`src/rtl/iserdes_error_monitor.sv`:
```
// iserdes_error_monitor
//   Watches the per-lane error levels of the ISERDES test array. After reset or a clear, errors
//   are masked for a settle window; afterwards each lane keeps a sticky flag and a saturating
//   count of error cycles. A periodic sweep streams one {lane, count} word per lane over a
//   valid/ready interface.
// Ports
//   CLK       system clock, all logic on posedge
//   RST_N     asynchronous active-low reset
//   I_CLEAR   synchronous level clear of counters/sticky flags, restarts the settle window
//   I_ERROR   per-lane error level (CLK domain)
//   O_STICKY  per-lane sticky error flag
//   O_LOCKED  settle finished and no lane has seen an error
//   O_DAT     status word {lane[7:0], count}
//   O_VALID   O_DAT valid
//   I_READY   downstream accepts O_DAT when O_VALID & I_READY
module iserdes_error_monitor #(
  parameter int unsigned LANES         = 10,
  parameter int unsigned CNT_WIDTH     = 16,
  parameter int unsigned SETTLE_CYCLES = 1024,
  parameter int unsigned REPORT_PERIOD = 2**20
) (
  input  logic                   CLK,
  input  logic                   RST_N,
  input  logic                   I_CLEAR,
  input  logic [LANES-1:0]       I_ERROR,
  output logic [LANES-1:0]       O_STICKY,
  output logic                   O_LOCKED,
  output logic [8+CNT_WIDTH-1:0] O_DAT,
  output logic                   O_VALID,
  input  logic                   I_READY
);

  localparam int unsigned LANE_W = (LANES > 1) ? $clog2(LANES) : 1;
  localparam int unsigned SET_W  = $clog2(SETTLE_CYCLES + 1);
  localparam int unsigned TMR_W  = $clog2(REPORT_PERIOD + 1);

  localparam logic [SET_W-1:0]     SETTLE_LAST = SET_W'(SETTLE_CYCLES - 1);
  localparam logic [SET_W-1:0]     SET_ONE     = SET_W'(1);
  localparam logic [TMR_W-1:0]     TMR_RELOAD  = TMR_W'(REPORT_PERIOD);
  localparam logic [TMR_W-1:0]     TMR_ONE     = TMR_W'(1);
  localparam logic [LANE_W-1:0]    LANE_LAST   = LANE_W'(LANES - 1);
  localparam logic [LANE_W-1:0]    LANE_ONE    = LANE_W'(1);
  localparam logic [CNT_WIDTH-1:0] CNT_MAX     = {CNT_WIDTH{1'b1}};
  localparam logic [CNT_WIDTH-1:0] CNT_ONE     = CNT_WIDTH'(1);

  typedef enum logic {
    MON_SETTLE  = 1'b0,
    MON_MONITOR = 1'b1
  } mon_state_e;

  typedef enum logic [1:0] {
    RPT_WAIT = 2'd0,
    RPT_LOAD = 2'd1,
    RPT_SEND = 2'd2
  } rpt_state_e;

  logic [LANES-1:0]       err_q;
  mon_state_e             mon_state_q, mon_state_d;
  logic [SET_W-1:0]       settle_cnt_q, settle_cnt_d;
  logic [CNT_WIDTH-1:0]   cnt_q [LANES];
  logic [CNT_WIDTH-1:0]   cnt_d [LANES];
  logic [LANES-1:0]       sticky_q, sticky_d;
  logic                   locked_q, locked_d;
  rpt_state_e             rpt_state_q, rpt_state_d;
  logic [TMR_W-1:0]       timer_q, timer_d;
  logic [LANE_W-1:0]      lane_q, lane_d;
  logic [8+CNT_WIDTH-1:0] dat_q, dat_d;
  logic                   valid_q, valid_d;

  // Input register: all monitoring works on this copy of I_ERROR.
  always_ff @(posedge CLK or negedge RST_N) begin
    if (!RST_N) begin
      err_q <= {LANES{1'b0}};
    end else begin
      err_q <= I_ERROR;
    end
  end

  // Monitor FSM next state: settle window countdown, clear restarts it and wins over everything.
  always_comb begin
    mon_state_d  = mon_state_q;
    settle_cnt_d = settle_cnt_q;
    case (mon_state_q)
      MON_SETTLE: begin
        if (settle_cnt_q == SETTLE_LAST) begin
          mon_state_d  = MON_MONITOR;
          settle_cnt_d = {SET_W{1'b0}};
        end else begin
          settle_cnt_d = settle_cnt_q + SET_ONE;
        end
      end
      MON_MONITOR: begin
        mon_state_d = MON_MONITOR;
      end
      default: begin
        mon_state_d  = MON_SETTLE;
        settle_cnt_d = {SET_W{1'b0}};
      end
    endcase
    if (I_CLEAR) begin
      mon_state_d  = MON_SETTLE;
      settle_cnt_d = {SET_W{1'b0}};
    end else begin
      mon_state_d = mon_state_d;
    end
  end

  // Per-lane counters and sticky flags: held at zero outside MONITOR, saturate at all-ones.
  always_comb begin
    cnt_d    = cnt_q;
    sticky_d = sticky_q;
    for (int i = 0; i < int'(LANES); i++) begin
      if (I_CLEAR || (mon_state_q != MON_MONITOR)) begin
        cnt_d[i]    = {CNT_WIDTH{1'b0}};
        sticky_d[i] = 1'b0;
      end else if (err_q[i]) begin
        sticky_d[i] = 1'b1;
        if (cnt_q[i] != CNT_MAX) begin
          cnt_d[i] = cnt_q[i] + CNT_ONE;
        end else begin
          cnt_d[i] = cnt_q[i];
        end
      end else begin
        cnt_d[i] = cnt_q[i];
      end
    end
    locked_d = (mon_state_q == MON_MONITOR) && (sticky_q == {LANES{1'b0}});
  end

  // Report FSM next state: idle countdown, then one LOAD/SEND pair per lane in ascending order.
  always_comb begin
    rpt_state_d = rpt_state_q;
    timer_d     = timer_q;
    lane_d      = lane_q;
    dat_d       = dat_q;
    valid_d     = valid_q;
    case (rpt_state_q)
      RPT_WAIT: begin
        if (timer_q == TMR_ONE) begin
          rpt_state_d = RPT_LOAD;
          lane_d      = {LANE_W{1'b0}};
        end else begin
          timer_d = timer_q - TMR_ONE;
        end
      end
      RPT_LOAD: begin
        dat_d       = {8'(lane_q), cnt_q[lane_q]};
        valid_d     = 1'b1;
        rpt_state_d = RPT_SEND;
      end
      RPT_SEND: begin
        // Word stays frozen until it is accepted.
        if (valid_q && I_READY) begin
          valid_d = 1'b0;
          if (lane_q == LANE_LAST) begin
            rpt_state_d = RPT_WAIT;
            timer_d     = TMR_RELOAD;
          end else begin
            lane_d      = lane_q + LANE_ONE;
            rpt_state_d = RPT_LOAD;
          end
        end else begin
          valid_d = valid_q;
        end
      end
      default: begin
        rpt_state_d = RPT_WAIT;
        timer_d     = TMR_RELOAD;
        valid_d     = 1'b0;
      end
    endcase
  end

  // State registers for both FSMs, counters and the registered outputs.
  always_ff @(posedge CLK or negedge RST_N) begin
    if (!RST_N) begin
      mon_state_q  <= MON_SETTLE;
      settle_cnt_q <= {SET_W{1'b0}};
      for (int i = 0; i < int'(LANES); i++) begin
        cnt_q[i] <= {CNT_WIDTH{1'b0}};
      end
      sticky_q     <= {LANES{1'b0}};
      locked_q     <= 1'b0;
      rpt_state_q  <= RPT_WAIT;
      timer_q      <= TMR_RELOAD;
      lane_q       <= {LANE_W{1'b0}};
      dat_q        <= {(8 + CNT_WIDTH){1'b0}};
      valid_q      <= 1'b0;
    end else begin
      mon_state_q  <= mon_state_d;
      settle_cnt_q <= settle_cnt_d;
      for (int i = 0; i < int'(LANES); i++) begin
        cnt_q[i] <= cnt_d[i];
      end
      sticky_q     <= sticky_d;
      locked_q     <= locked_d;
      rpt_state_q  <= rpt_state_d;
      timer_q      <= timer_d;
      lane_q       <= lane_d;
      dat_q        <= dat_d;
      valid_q      <= valid_d;
    end
  end

  assign O_STICKY = sticky_q;
  assign O_LOCKED = locked_q;
  assign O_DAT    = dat_q;
  assign O_VALID  = valid_q;

endmodule
```
`config.mk`:
```
export PLATFORM = sky130hd
export DESIGN_NAME = iserdes_error_monitor
export DESIGN_NICKNAME = d
export VERILOG_FILES = /design/src/rtl/iserdes_error_monitor.sv
export SDC_FILE = /design/constraint.sdc
export NUM_CORES = 1
export LEC_CHECK = 0
export ABC_AREA = 1
export BUFFER_PORTS_ARGS = -buffer_cell sky130_fd_sc_hd__buf_2
export CORE_MARGIN = 10
export CORE_UTILIZATION = 45
export CTS_CLUSTER_SIZE = 24
export DETAILED_ROUTE_END_ITERATION = 8
export PLACE_DENSITY = 0.67
export SYNTH_ARGS = -nofsm -noshare
export SYNTH_HDL_FRONTEND = slang
export SYNTH_SLANG_ARGS = --single-unit
```
`constraint.sdc`:
```
create_clock -name CLK -period 1.93 [get_ports CLK]
set_input_delay 0.386 -clock CLK [delete_from_list [all_inputs] [get_ports CLK]]
set_output_delay 0.386 -clock CLK [all_outputs]
set_load 0.02 [all_outputs]
```
# Word-level counts from Yosys, hierarchy flattened
# Cells that the tools add are included.
dict set report totals {
  ff_bits 241
  elab_cells 181
}
dict set report op_classes {
  addsub 13
  magnitude_cmp 1
  eq_ne 21
  n_mux 73
  n_bitwise 4
  n_reduce_logical 40
}
# op n
set ops {}
lappend ops {{$mux W16} 32}
lappend ops {{$add A16 B1 Y16 const B} 10}
lappend ops {{$ne A16 B16 Y1 const B} 10}
lappend ops {{$bmux W16 S4} 1}
lappend ops {{$mux W21} 3}
lappend ops {{$pmux W21 S3} 1}
lappend ops {{$reduce_bool A2 Y1} 21}
lappend ops {{$mux W11} 3}
lappend ops {{$mux W1} 24}
lappend ops {{$reduce_and A2 Y1} 12}
lappend ops {{$eq A21 B1 Y1 const B} 1}
lappend ops {{$sub A21 B1 Y21 const B} 1}
lappend ops {{$mux W4} 3}
lappend ops {{$ne A2 B2 Y1 const B} 6}
lappend ops {{$add A11 B1 Y11 const B} 1}
lappend ops {{$eq A11 B10 Y1 const B} 1}
lappend ops {{$logic_not A10 Y1} 1}
lappend ops {{$pmux W4 S2} 1}
lappend ops {{$reduce_and A4 Y1} 2}
lappend ops {{$pmux W2 S3} 1}
lappend ops {{$ge A5 B5 Y1 const B} 1}
lappend ops {{$not A4 Y5} 1}
lappend ops {{$add A4 B1 Y4 const B} 1}
lappend ops {{$eq A4 B4 Y1 const B} 1}
lappend ops {{9 further kinds} 13}

# Logic depth before layout (Yosys ltp)
# Gate-level depths: netlist of run 1.
dict set report logic_depth {
  depth_word 4
  depth_mapped 13
  ltp_nobuf 11
}

# Worst setup path after synthesis of run 1
# No wires, ideal clock.
dict set report synth_timing {
  path_type {flip-flop to flip-flop}
  startpoint {reg lane_q[1]}
  endpoint {reg timer_q[17]}
  arrival_ns 1.870
  required_ns 1.864
  slack_ns -0.005
  path_stages_with_launch 14
  path_buffers 3
  synth_period_minus_slack_ns 1.935
  cell_sequence {dfrtp_1 -> buf_2 -> inv_2 -> clkbuf_1 -> ha_1 -> nand3_1 -> nand2_1 -> inv_1 -> nor2_1 -> nand2_2 -> inv_2 -> buf_2 -> nand4_1 -> nand2_1}
}
dict set report synth_via {
  elab_chain_cells 3
}
# element line
set synth_lines {}
lappend synth_lines {{start: declaration} 66} ;# logic [LANE_W-1:0] lane_q, lane_d;
lappend synth_lines {{start signal: assignment} 186} ;# lane_q <= {LANE_W{1'b0}};
lappend synth_lines {{start signal: assignment} 199} ;# lane_q <= lane_d;
lappend synth_lines {{$eq A4 B4 Y1} 155} ;# if (lane_q == LANE_LAST) begin
lappend synth_lines {{$ne A2 B2 Y1 (no source line)} --}
lappend synth_lines {{$reduce_and A4 Y1 (no source line)} --}
lappend synth_lines {{end signal: assignment} 198} ;# timer_q <= timer_d;
lappend synth_lines {{end: declaration} 65} ;# logic [TMR_W-1:0] timer_q, timer_d;
# No other way between the ends.
# A chain may end at the register's enable or synchronous reset.

# Worst setup path after layout of run 1
dict set report layout_timing {
  startpoint {reg cnt_q[64] (netlist name)}
  endpoint {reg cnt_q[69] (netlist name)}
}
dict set report layout_via {
  elab_chain_cells 4
  word_cells_on_any_way 7
  cone_classes {add/sub: 1; eq/ne: 1; mux: 3; reduce/logical: 2}
}
# element line
set layout_lines {}
lappend layout_lines {{start: declaration} 60} ;# logic [CNT_WIDTH-1:0] cnt_q [LANES];
lappend layout_lines {{start signal: indexed assignment} 180} ;# cnt_q[i] <= {CNT_WIDTH{1'b0}};
lappend layout_lines {{start signal: indexed assignment} 193} ;# cnt_q[i] <= cnt_d[i];
lappend layout_lines {{$add A16 B1 Y16} 119} ;# cnt_d[i] = cnt_q[i] + CNT_ONE;
lappend layout_lines {{$mux W16} 118} ;# if (cnt_q[i] != CNT_MAX) begin
lappend layout_lines {{$mux W16} 116} ;# end else if (err_q[i]) begin
lappend layout_lines {{$mux W16} 113} ;# if (I_CLEAR || (mon_state_q != MON_MONITOR)) begin
# Several ways; a longest one is shown, not always the timed one. The select of a mux whose other input is x is not followed.

==> flow_metrics.env, run 1 <==
export IMPL_cts_inserted_buffers=29
export IMPL_p_comb_share_pct=2.1
export IMPL_ir_drop_uv=684
export IMPL_slew_headroom_pct=64.3
export IMPL_die_area_sq_mm=0.0416
export IMPL_fmax_mhz=559
export IMPL_die_h_um=204
export IMPL_end_kind="flip-flop"
export IMPL_grt_first_pass_wirelength_um=70600
export IMPL_drt_iter0_markers=1026
export IMPL_whs_ps=65.9
export IMPL_clkPwrFrac_pct=49.8
export IMPL_yosysWarnings=0
export IMPL_design_core_area_sq_mm=0.0334
export IMPL_ys_flop_type="dfrtp_1"
export IMPL_synthesis_area_sq_mm=0.0152
export IMPL_ys_types=48
export IMPL_holdPathEnd="mon_state_q$_DFF_PN0_"
export IMPL_port_buffers=45
export IMPL_cp_arrival_ps=2220
export IMPL_synth_edf_count=0
export IMPL_vias_per_cell=5.37
export IMPL_wl_per_cell_um=15.8
export IMPL_reg2reg_depth=9
export IMPL_cp_required_ps=2360
export IMPL_power_frac_seq_pct=48.2
export IMPL_swShare_pct=22.4
export IMPL_total_power_mw=10.6
export IMPL_cap_violations=0
export IMPL_r2r_slack_ps=140
export IMPL_p_leak_nw=7.79
export IMPL_clk_pin_slew_worst_paths_ps=60
export IMPL_insertion_delay_ps=560
export IMPL_hold_depth=2
export IMPL_synth_cells=2175
export IMPL_ios=50
export IMPL_finalMaxSlewViolations=0
export IMPL_drt_wl_total_um=43100
export IMPL_layout_min_cycle_time_ps=1790
export IMPL_ys_seq_elements=241
export IMPL_antenna_cells=0
export IMPL_rows=67
export IMPL_ctsHtreeMaxLevel=1
export IMPL_initial_utilization_pct=45.6
export IMPL_netSwitchingPower_mw=2.37
export IMPL_grt_use_total_pct=20.5
export IMPL_final_nets=2280
export IMPL_grt_overflow_total=0
export IMPL_synth_area_leader_cell="dfrtp_1"
export IMPL_hold_viol=0
export IMPL_clock_sinks=241
export IMPL_layout_commonest_cell="nand2_1"
export IMPL_r2r_start="cnt_q[64]$_DFFE_PN0P_"
export IMPL_status="complete, no violations"
export IMPL_first_global_vias=13700
export IMPL_netlist_area_leader_share_pct=39.4
export IMPL_vias=14600
export IMPL_setup_slack_ps=140
export IMPL_async_flop_share_pct=100
export IMPL_min_path_type="in -> reg"
export IMPL_dpl_worst_slack_ps=94.8
export IMPL_pwr_density_cell_mw_per_mm2=607
export IMPL_finalSetupViolCount=0
export IMPL_drtAntennaViolNets=0
export IMPL_die_w_um=204
export IMPL_drive_gt1_share_pct=10.9
export IMPL_grt_max_degree=66
export IMPL_r2r_end="cnt_q[69]$_DFFE_PN0P_"
export IMPL_worstMarginPinSlew_ps=534
export IMPL_dr_pass1_iters=5
export IMPL_dp_final_hpwl_um=31700
export IMPL_route_detailed_drc=0
export IMPL_cts_root_buf="clkbuf_16"
export IMPL_worstSetupPathType="reg -> reg"
export IMPL_antenna_found_initial=0
export IMPL_ys_seq_area_share_pct=39.6
export IMPL_final_cell_mix="nand2_1 (589), nor2_1 (250), dfrtp_1 (237)"
export IMPL_p_int_mw=8.22
export IMPL_synth_avg_cell_area_sq_um=7.01
export IMPL_cts_buffer_depth=3
export IMPL_hp_start="I_CLEAR"
export IMPL_startpoint="cnt_q[64]$_DFFE_PN0P_"
export IMPL_gp_congestion=0.987
export IMPL_ys_top_cells_by_area="dfrtp_1 (39%), nand2_1 (15%), nand3_1 (7.4%)"
export IMPL_min_period_over_period_pct=92.8
export IMPL_cts_tree="done"
export IMPL_worst_path_max_fanout=14
export IMPL_skew_ps=9.60
export IMPL_fin_tns_setup_ps=0
export IMPL_area_growth_pct=14.3
export IMPL_startpoint_type="flip-flop"
==> worst max-delay path, stage by stage, from the launching register on <==
cell and delay (ps):
dfrtp_1 420, ha_1 230, nand2_1 110, nor2_1 180, nand2_1 130, nor2_2 160, nor2_2 70, buf_4 190
nand3_1 70, o21ai_0 80
==> sequential cells by signal (all words and copies together), names as in the netlist <==
| signal | cells |
|---|---|
| O_DAT | 20 |
| lane_q | 4 |
| rpt_state_q | 2 |
| settle_cnt_q | 11 |
| err_q | 10 |
| mon_state_q | 1 |
| timer_q | 21 |
| O_STICKY | 10 |
| O_VALID | 1 |
| cnt_q | 160 |
| O_LOCKED | 1 |
==> per-layer routing <==
layer,track usage [%],wire (um),up-vias
li1,-,-,7303
met1,27.7,19600,6835
met2,32.9,19700,395
met3,2.52,2380,72
met4,7.48,1370,0
met5,0,0,-
==> how the worst max path moves through the flow <==
stage,cells after the start,to
detailed placement,7,cnt_q[65]$_DFFE_PN0P_
finish,9,cnt_q[69]$_DFFE_PN0P_
global placement,7,cnt_q[64]$_DFFE_PN0P_
global route,9,cnt_q[70]$_DFFE_PN0P_
CTS,7,cnt_q[65]$_DFFE_PN0P_
floorplan,13,timer_q[17]$_DFFE_PN0P_
==> per-stage QoR <==
stage	cells	instance area [sq um]	util, %
3_5_place_dp	2654	16300	48.8
3_3_place_gp	2654	16300	48.8
6_report	2720	17400	52.1
5_1_grt	2720	17400	52.1
4_1_cts	2717	17300	51.8
2_1_floorplan	2178	15300	-
==> power by group through the flow <==
stage | registers [mW] | clock network (mW) | logic, mW
2_1_floorplan | 5.18 | 0 | 0.0543
3_3_place_gp | 5.19 | 0 | 0.207
3_5_place_dp | 5.19 | 0 | 0.209
4_1_cts | 5.10 | 5.40 | 0.226
5_1_grt | 5.10 | 5.62 | 0.249
6_report | 5.10 | 5.27 | 0.219
==> logic make-up (layout without fill, tap and decap cells) <==
kind of cell             Yosys count  count (layout)  share of synthesized area [%]
flip-flops                       241             241                           39.6
XOR/XNOR                          66              66                           3.79
AO/OA/AOI/OAI                    311             311                           11.2
adder cells (fa/ha/maj)           15              15                           1.23
other                              1               4                         0.0246
buffers and inverters            278             372                           7.66
AND/OR/NAND/NOR                 1262            1262                           36.4
multiplexers                       1               1                         0.0657
==> cell type report <==
| type | count | area, sq um |
|---|---|---|
| Clock inverter | 7 | 35.0 |
| Fill cell | 3260 | 16000 |
| Multi-Input combinational cell | 1659 | 8120 |
| Sequential cell | 241 | 6040 |
| Tap cell | 448 | 561 |
| Timing Repair Buffer | 124 | 1070 |
| Inverter | 196 | 736 |
| Clock buffer | 45 | 876 |
==> synth_stat cells (12+ instances only) <==
cell type  count
nand2_1      591
nor2_1       250
dfrtp_1      240
nand3_1      224
inv_1        187
o21ai_0      175
nand4_1       88
a21oi_1       74
xor2_1        60
buf_2         32
nor3_1        29
clkbuf_1      25
o211ai_1      21
or2_2         20
nor2_2        18
ha_1          15
nand2_2       12
==> repair_timing <==
item | in CTS | in global routing
setup buffers | 0 | 3
endpoints found under the hold margin | 53 | 0
gates resized for setup | 0 | 16
hold buffers | 11 | 0
setup endpoints to repair | 0 | 66
No activity file was read; power rests on OpenSTA's default activity.
==> run 2, diff against run 1 <==
Settings changed: PLACE_DENSITY 0.67 to 0.65.
Clock period 1.93 ns to 1.9 ns, I/O delays scaled along.
==> run 2 against run 1 <==
Effect of this change: total power grew 11%; critical path depth shrank 2; fmax is 1.8% higher; first-iteration DRC count up 6.8%; flip-flop and latch count did not move; count of clock-buffer cells in the layout did not move; worst setup slack better by 1.1 ps; clock power is 20% higher; die area did not move; non-clock buffer count is 1 higher; critical path type unchanged; largest power group unchanged.
==> flow_metrics.env, run 2 (synthesis results as in run 1) <==
export IMPL_status="complete, no violations"
export IMPL_cp_required_ps=2370
export IMPL_ir_drop_uv=934
export IMPL_port_buffers=45
export IMPL_p_comb_share_pct=1.9
export IMPL_grt_max_degree=60
export IMPL_antenna_found_initial=0
export IMPL_vias=14700
export IMPL_wl_per_cell_um=16.2
export IMPL_dr_pass1_iters=5
export IMPL_crit_path_frequent_cell="nand2_1"
export IMPL_initial_utilization_pct=45.6
export IMPL_route_detailed_drc=0
export IMPL_finalMaxSlewViolations=0
export IMPL_pwr_density_cell_mw_per_mm2=664
export IMPL_r2r_slack_ps=140
export IMPL_drt_wl_total_um=44100
export IMPL_ctsHtreeMaxLevel=1
export IMPL_die_h_um=204
export IMPL_insertion_delay_ps=580
export IMPL_clk_pin_slew_worst_paths_ps=60
export IMPL_startpoint_type="flip-flop"
export IMPL_ios=50
export IMPL_fin_util_pct=52.8
export IMPL_grt_overflow_total=0
export IMPL_netSwitchingPower_mw=2.57
export IMPL_min_path_type="in -> reg"
export IMPL_power_frac_seq_pct=44.2
export IMPL_dpl_cell_area_sq_mm=0.0164
export IMPL_cpPeakStageDelay_ps=430
export IMPL_worstMarginPinSlew_ps=551
export IMPL_cts_root_buf="clkbuf_16"
export IMPL_vias_per_cell=5.37
export IMPL_clock_sinks=241
export IMPL_drive_gt1_share_pct=11.5
export IMPL_drt_iter0_markers=1096
export IMPL_drtAntennaViolNets=0
export IMPL_gp_congestion=0.922
export IMPL_final_cell_mix="nand2_1 (587), nor2_1 (249), dfrtp_1 (236)"
export IMPL_finalSetupViolCount=0
export IMPL_largest_reg_flops=160
export IMPL_cap_violations=0
export IMPL_die_w_um=204
export IMPL_dp_final_hpwl_um=31800
export IMPL_grt_use_total_pct=21.1
export IMPL_cp_cell_sequence="nor2_1 -> nand2_1 -> nor2_2 -> nand3_1 -> a21oi_2 -> nand2_1 -> o21ai_0"
export IMPL_p_leak_nw=7.89
export IMPL_clkPwrFrac_pct=53.9
export IMPL_cp_arrival_ps=2230
export IMPL_layout_commonest_cell="nand2_1"
export IMPL_fmax_mhz=568
export IMPL_grt_first_pass_wirelength_um=72500
export IMPL_swShare_pct=22.0
export IMPL_die_area_sq_mm=0.0416
export IMPL_hold_viol=0
export IMPL_min_period_over_period_pct=92.6
export IMPL_fin_tns_setup_ps=0
export IMPL_p_int_mw=9.15
export IMPL_whs_ps=50.5
export IMPL_path_buf_inv=0
export IMPL_top_register="cnt_q"
export IMPL_first_global_vias=13800
export IMPL_slew_headroom_pct=62.9
export IMPL_total_power_mw=11.7
export IMPL_grt_setup_unrepaired="yes"
export IMPL_final_nets=2283
export IMPL_antenna_cells=0
export IMPL_critical_path_slowest_cell="dfrtp_1"
export IMPL_cts_buffer_depth=3
export IMPL_path_delay_family="simple AND/OR/NAND/NOR gates"
export IMPL_layout_min_cycle_time_ps=1760
export IMPL_rows=67
export IMPL_design_core_area_sq_mm=0.0334
export IMPL_skew_ps=16.5
export IMPL_cts_tree="done"
export IMPL_area_growth_pct=15.8
export IMPL_worst_path_max_fanout=6
export IMPL_cts_inserted_buffers=30
export IMPL_worstSetupPathType="reg -> reg"
export IMPL_design_area_sq_mm=0.0177
export IMPL_end_kind="flip-flop"
[run 2: path summary, 6_finish.rpt]
kind                                     endpoint  depth (start not counted)              startpoint
max                         lane_q[3]$_DFFE_PN0P_                          7  timer_q[8]$_DFFE_PN0P_
min                         mon_state_q$_DFF_PN0_                          2                 I_CLEAR
max reg2reg                 lane_q[3]$_DFFE_PN0P_                          7  timer_q[8]$_DFFE_PN0P_
min reg2reg                 O_DAT[18]$_DFFE_PN0P_                          2   O_DAT[18]$_DFFE_PN0P_
max in group asynchronous  cnt_q[105]$_DFFE_PN0P_                          3                   RST_N
min in group asynchronous  cnt_q[140]$_DFFE_PN0P_                          2                   RST_N
[run 2: worst reg2reg max path: stages (launching register included)]
cell     delay (ps)
dfrtp_1         430
nor2_1          170
nand2_1         110
nor2_2          210
nand3_1         200
a21oi_2         320
nand2_1         100
o21ai_0         120
[run 2: routing by layer]
layer	vias up	routed length [um]	track usage [%]
met2	403	20500	34.1
met4	0	1290	6.80
met1	6877	19500	28.0
met3	70	2750	3.66
met5	-	0	0
li1	7300	-	-
[run 2: area by class of cell]
class                           count  area (sq um)
Clock buffer                       45           938
Timing Repair Buffer              125          1100
Multi-Input combinational cell   1660          8120
Inverter                          196           738
Sequential cell                   241          6040
Fill cell                        3229         15800
Tap cell                          448           561
Clock inverter                     11           164
[run 2: repair_timing]
action | in CTS | in global routing
endpoints found under the setup margin | 0 | 74
gates resized for setup | 0 | 18
setup buffers | 0 | 1
endpoints found under the hold margin | 73 | 0
hold buffers | 11 | 0
[run 2: power groups by stage]
stage / sequential, mW / combinational (mW) / clock [mW]
detailed placement: 5.27 / 0.215 / 0
global route: 5.18 / 0.260 / 6.63
finish: 5.18 / 0.225 / 6.32
CTS: 5.18 / 0.233 / 6.43
floorplan: 5.26 / 0.0552 / 0
global placement: 5.27 / 0.211 / 0
[run 2: through the flow]
step | setup WS (ps) | std cells
3_5_place_dp | 82.5 | 2657
5_1_grt | -36.9 | 2726
4_1_cts | 71.8 | 2724
6_report | 141 | 2726
2_1_floorplan | 81.3 | 2178
3_3_place_gp | 128 | 2657
==> run 3, diff against run 2 <==
Settings changed: ABC_AREA 1 to default, HOLD_SLACK_MARGIN from default to 0.03, SKIP_CTS_REPAIR_TIMING from default to 1.
==> run 3 against run 2 <==
Effect of this change: the run now ends with negative setup slack left; synthesized cell count fell by 39%; count of clock-buffer cells in the layout fell by 6; wire length fell by 18%; cell count fell by 29%; clock skew rose by 2.0 ps; final area fell by 7.3%; hold slack improved by 91 ps; sequential power rose by 11%; total power rose by 27%; non-clock buffer count rose by 102; largest power group is now sequential cells.
==> flow_metrics.env, run 3 <==
export IMPL_setup_slack_ps=-391
export IMPL_worst_path_max_fanout=4
export IMPL_hold_depth=3
export IMPL_ir_drop_uv=704
export IMPL_reg2reg_depth=5
export IMPL_p_leak_nw=6.85
export IMPL_r2r_slack_ps=-390
export IMPL_layout_commonest_cell="dfrtp_1"
export IMPL_cts_tree="done"
export IMPL_regArea_sq_mm=0.00603
export IMPL_pwr_density_cell_mw_per_mm2=911
export IMPL_ctsHtreeMaxLevel=1
export IMPL_dp_final_hpwl_um=25800
export IMPL_fin_tns_setup_ps=-8080
export IMPL_startpoint_type="flip-flop"
export IMPL_hold_viol=0
export IMPL_yosysMostFrequentCell="dfrtp_1"
export IMPL_area_growth_pct=24.5
export IMPL_grt_first_pass_wirelength_um=57600
export IMPL_design_core_area_sq_mm=0.0288
export IMPL_clk_pin_slew_worst_paths_ps=60
export IMPL_insertion_delay_ps=540
export IMPL_hp_start="I_READY"
export IMPL_min_period_over_period_pct=121
export IMPL_finalMaxSlewViolations=0
export IMPL_antenna_cells=0
export IMPL_die_w_um=191
export IMPL_largest_reg_flops=160
export IMPL_port_buffers=45
export IMPL_drt_wl_total_um=36000
export IMPL_slew_headroom_pct=56.2
export IMPL_synthesis_area_sq_mm=0.0132
export IMPL_ys_top_cells_by_area="dfrtp_1 (46%), mux4_2 (5.5%), nor2_1 (4.7%)"
export IMPL_clock_sinks=241
export IMPL_ios=50
export IMPL_end_kind="flip-flop"
export IMPL_vias=11100
export IMPL_die_area_sq_mm=0.0365
export IMPL_cts_inserted_buffers=28
export IMPL_cp_arrival_ps=2770
export IMPL_first_global_vias=10800
export IMPL_final_nets=1552
export IMPL_ys_seq_area_share_pct=45.8
export IMPL_grt_overflow_total=0
export IMPL_dp_cells=1858
export IMPL_gp_congestion=0.978
export IMPL_fmax_mhz=437
export IMPL_worstMarginPinSlew_ps=651
export IMPL_failed_checks="negative setup slack"
export IMPL_holdPathEnd="O_VALID$_DFFE_PN0P_"
export IMPL_async_flop_share_pct=100
export IMPL_ys_seq_elements=241
export IMPL_yosysWarnings=0
export IMPL_finalSetupViolCount=27
export IMPL_die_h_um=191
export IMPL_wl_per_cell_um=18.7
export IMPL_antenna_found_initial=0
export IMPL_ys_types=62
export IMPL_rows=62
export IMPL_synth_avg_cell_area_sq_um=9.92
export IMPL_cts_root_buf="clkbuf_16"
export IMPL_synth_area_leader_cell="dfrtp_1"
export IMPL_ys_flop_type="dfrtp_1"
export IMPL_grt_setup_unrepaired="yes"
export IMPL_grt_use_total_pct=19.2
export IMPL_status="complete, but fails checks"
export IMPL_synth_edf_count=0
export IMPL_skew_ps=18.4
export IMPL_dr_pass1_iters=5
export IMPL_final_cells=1927
export IMPL_final_cell_mix="dfrtp_1 (238), nor2_1 (163), buf_4 (155)"
export IMPL_n_fill_cell=2522
export IMPL_worstSetupPathType="reg -> reg"
export IMPL_drtAntennaViolNets=0
export IMPL_cap_violations=0
export IMPL_synthTopCellsByCount="dfrtp_1 (240), nor2_1 (164), nand2_1 (103)"
export IMPL_netlist_area_leader_share_pct=45.6
export IMPL_multi_input_comb_area_sq_mm=0.00699
export IMPL_r2r_start="timer_q[16]$_DFFE_PN0P_"
export IMPL_vias_per_cell=5.76
export IMPL_drt_iter0_markers=782
export IMPL_initial_utilization_pct=45.7
export IMPL_layout_min_cycle_time_ps=2290
export IMPL_cts_buffer_depth=3
export IMPL_r2r_end="timer_q[20]$_DFFE_PN1P_"
export IMPL_synth_cells=1326
export IMPL_cp_required_ps=2380
export IMPL_top_register="cnt_q"
export IMPL_min_path_type="in -> reg"
export IMPL_grt_max_degree=56
export IMPL_route_detailed_drc=0
export IMPL_drive_gt1_share_pct=22.3
[run 3: cell count changes after synthesis, moves of 32 or more]
cell and delta:
nand2_1 -488, inv_1 -171, nand3_1 -150, o21ai_0 -119, nor2_1 -86, nand4_1 -58, mux2i_1 +53, a21oi_1 -36
xnor2_1 +33, mux4_2 +32
[run 3: cells by family after synthesis]
family	after synthesis	synth area share, %
muxes	86	9.59
DFF	241	45.8
xor gates and xnor gates	108	7.19
other	1	0.0285
and+or+nand+nor	586	22.9
AOI/OAI and AO/OA	208	10.4
adders and majority gates	15	1.43
buffers and inverters	81	2.56
[run 3: metal layers]
metal | GRT usage [%] | vias up | wire (um)
li1 | - | 5281 | -
met1 | 26.5 | 5421 | 16200
met2 | 30.3 | 328 | 16900
met3 | 2.81 | 65 | 1840
met4 | 6.72 | 0 | 1100
met5 | 0 | - | 0
[run 3: final cells by class]
cell class | instances | area share, %
timing repair buffer | 227 | 11.2
multi-input combinational | 1008 | 42.7
tap | 384 | 2.93
sequential | 241 | 36.9
clock buffer | 39 | 4.91
clock inverter | 11 | 1.02
inverter | 17 | 0.390
[run 3: worst max-delay path, stage by stage (launching register included)]
cell	delay [ps]
dfrtp_1	380
or4_4	540
or3_4	370
or3_4	340
or4_4	520
nand3_2	90
[run 3: power breakdown]
part | total (mW) | switching [mW] | internal [mW] | leakage [nW]
Sequential | 5.74 | 0.252 | 5.49 | 3.29
Combinational | 3.52 | 1.87 | 1.66 | 3.09
Clock | 5.65 | 2.17 | 3.48 | 0.466
Total | 14.9 | 4.29 | 10.6 | 6.85
[run 3: how the worst max path moves through the flow]
| stage | start | endpoint | slack (ps) | cells past startpoint |
|---|---|---|---|---|
| detailed placement | timer_q[16]$_DFFE_PN0P_ | timer_q[15]$_DFFE_PN0P_ | -380 | 5 |
| CTS | timer_q[16]$_DFFE_PN0P_ | timer_q[15]$_DFFE_PN0P_ | -400 | 5 |
| finish | timer_q[16]$_DFFE_PN0P_ | timer_q[20]$_DFFE_PN1P_ | -390 | 5 |
| global route | timer_q[16]$_DFFE_PN0P_ | timer_q[20]$_DFFE_PN1P_ | -470 | 6 |
| floorplan | timer_q[16]$_DFFE_PN0P_ | timer_q[20]$_DFFE_PN1P_ | -340 | 5 |
| global placement | timer_q[16]$_DFFE_PN0P_ | timer_q[15]$_DFFE_PN0P_ | -360 | 5 |
[run 3: through the flow]
step	util, %	total power [mW]	cell area [sq um]	hold WS, ps	setup WS (ps)
detailed placement	52.3	9.07	15100	340	-376
floorplan	-	7.81	13200	84.4	-341
finish	56.9	14.9	16400	141	-391
global placement	52.3	9.00	15100	335	-362
global route	56.9	15.6	16400	175	-473
CTS	55.7	14.8	16000	-240	-399
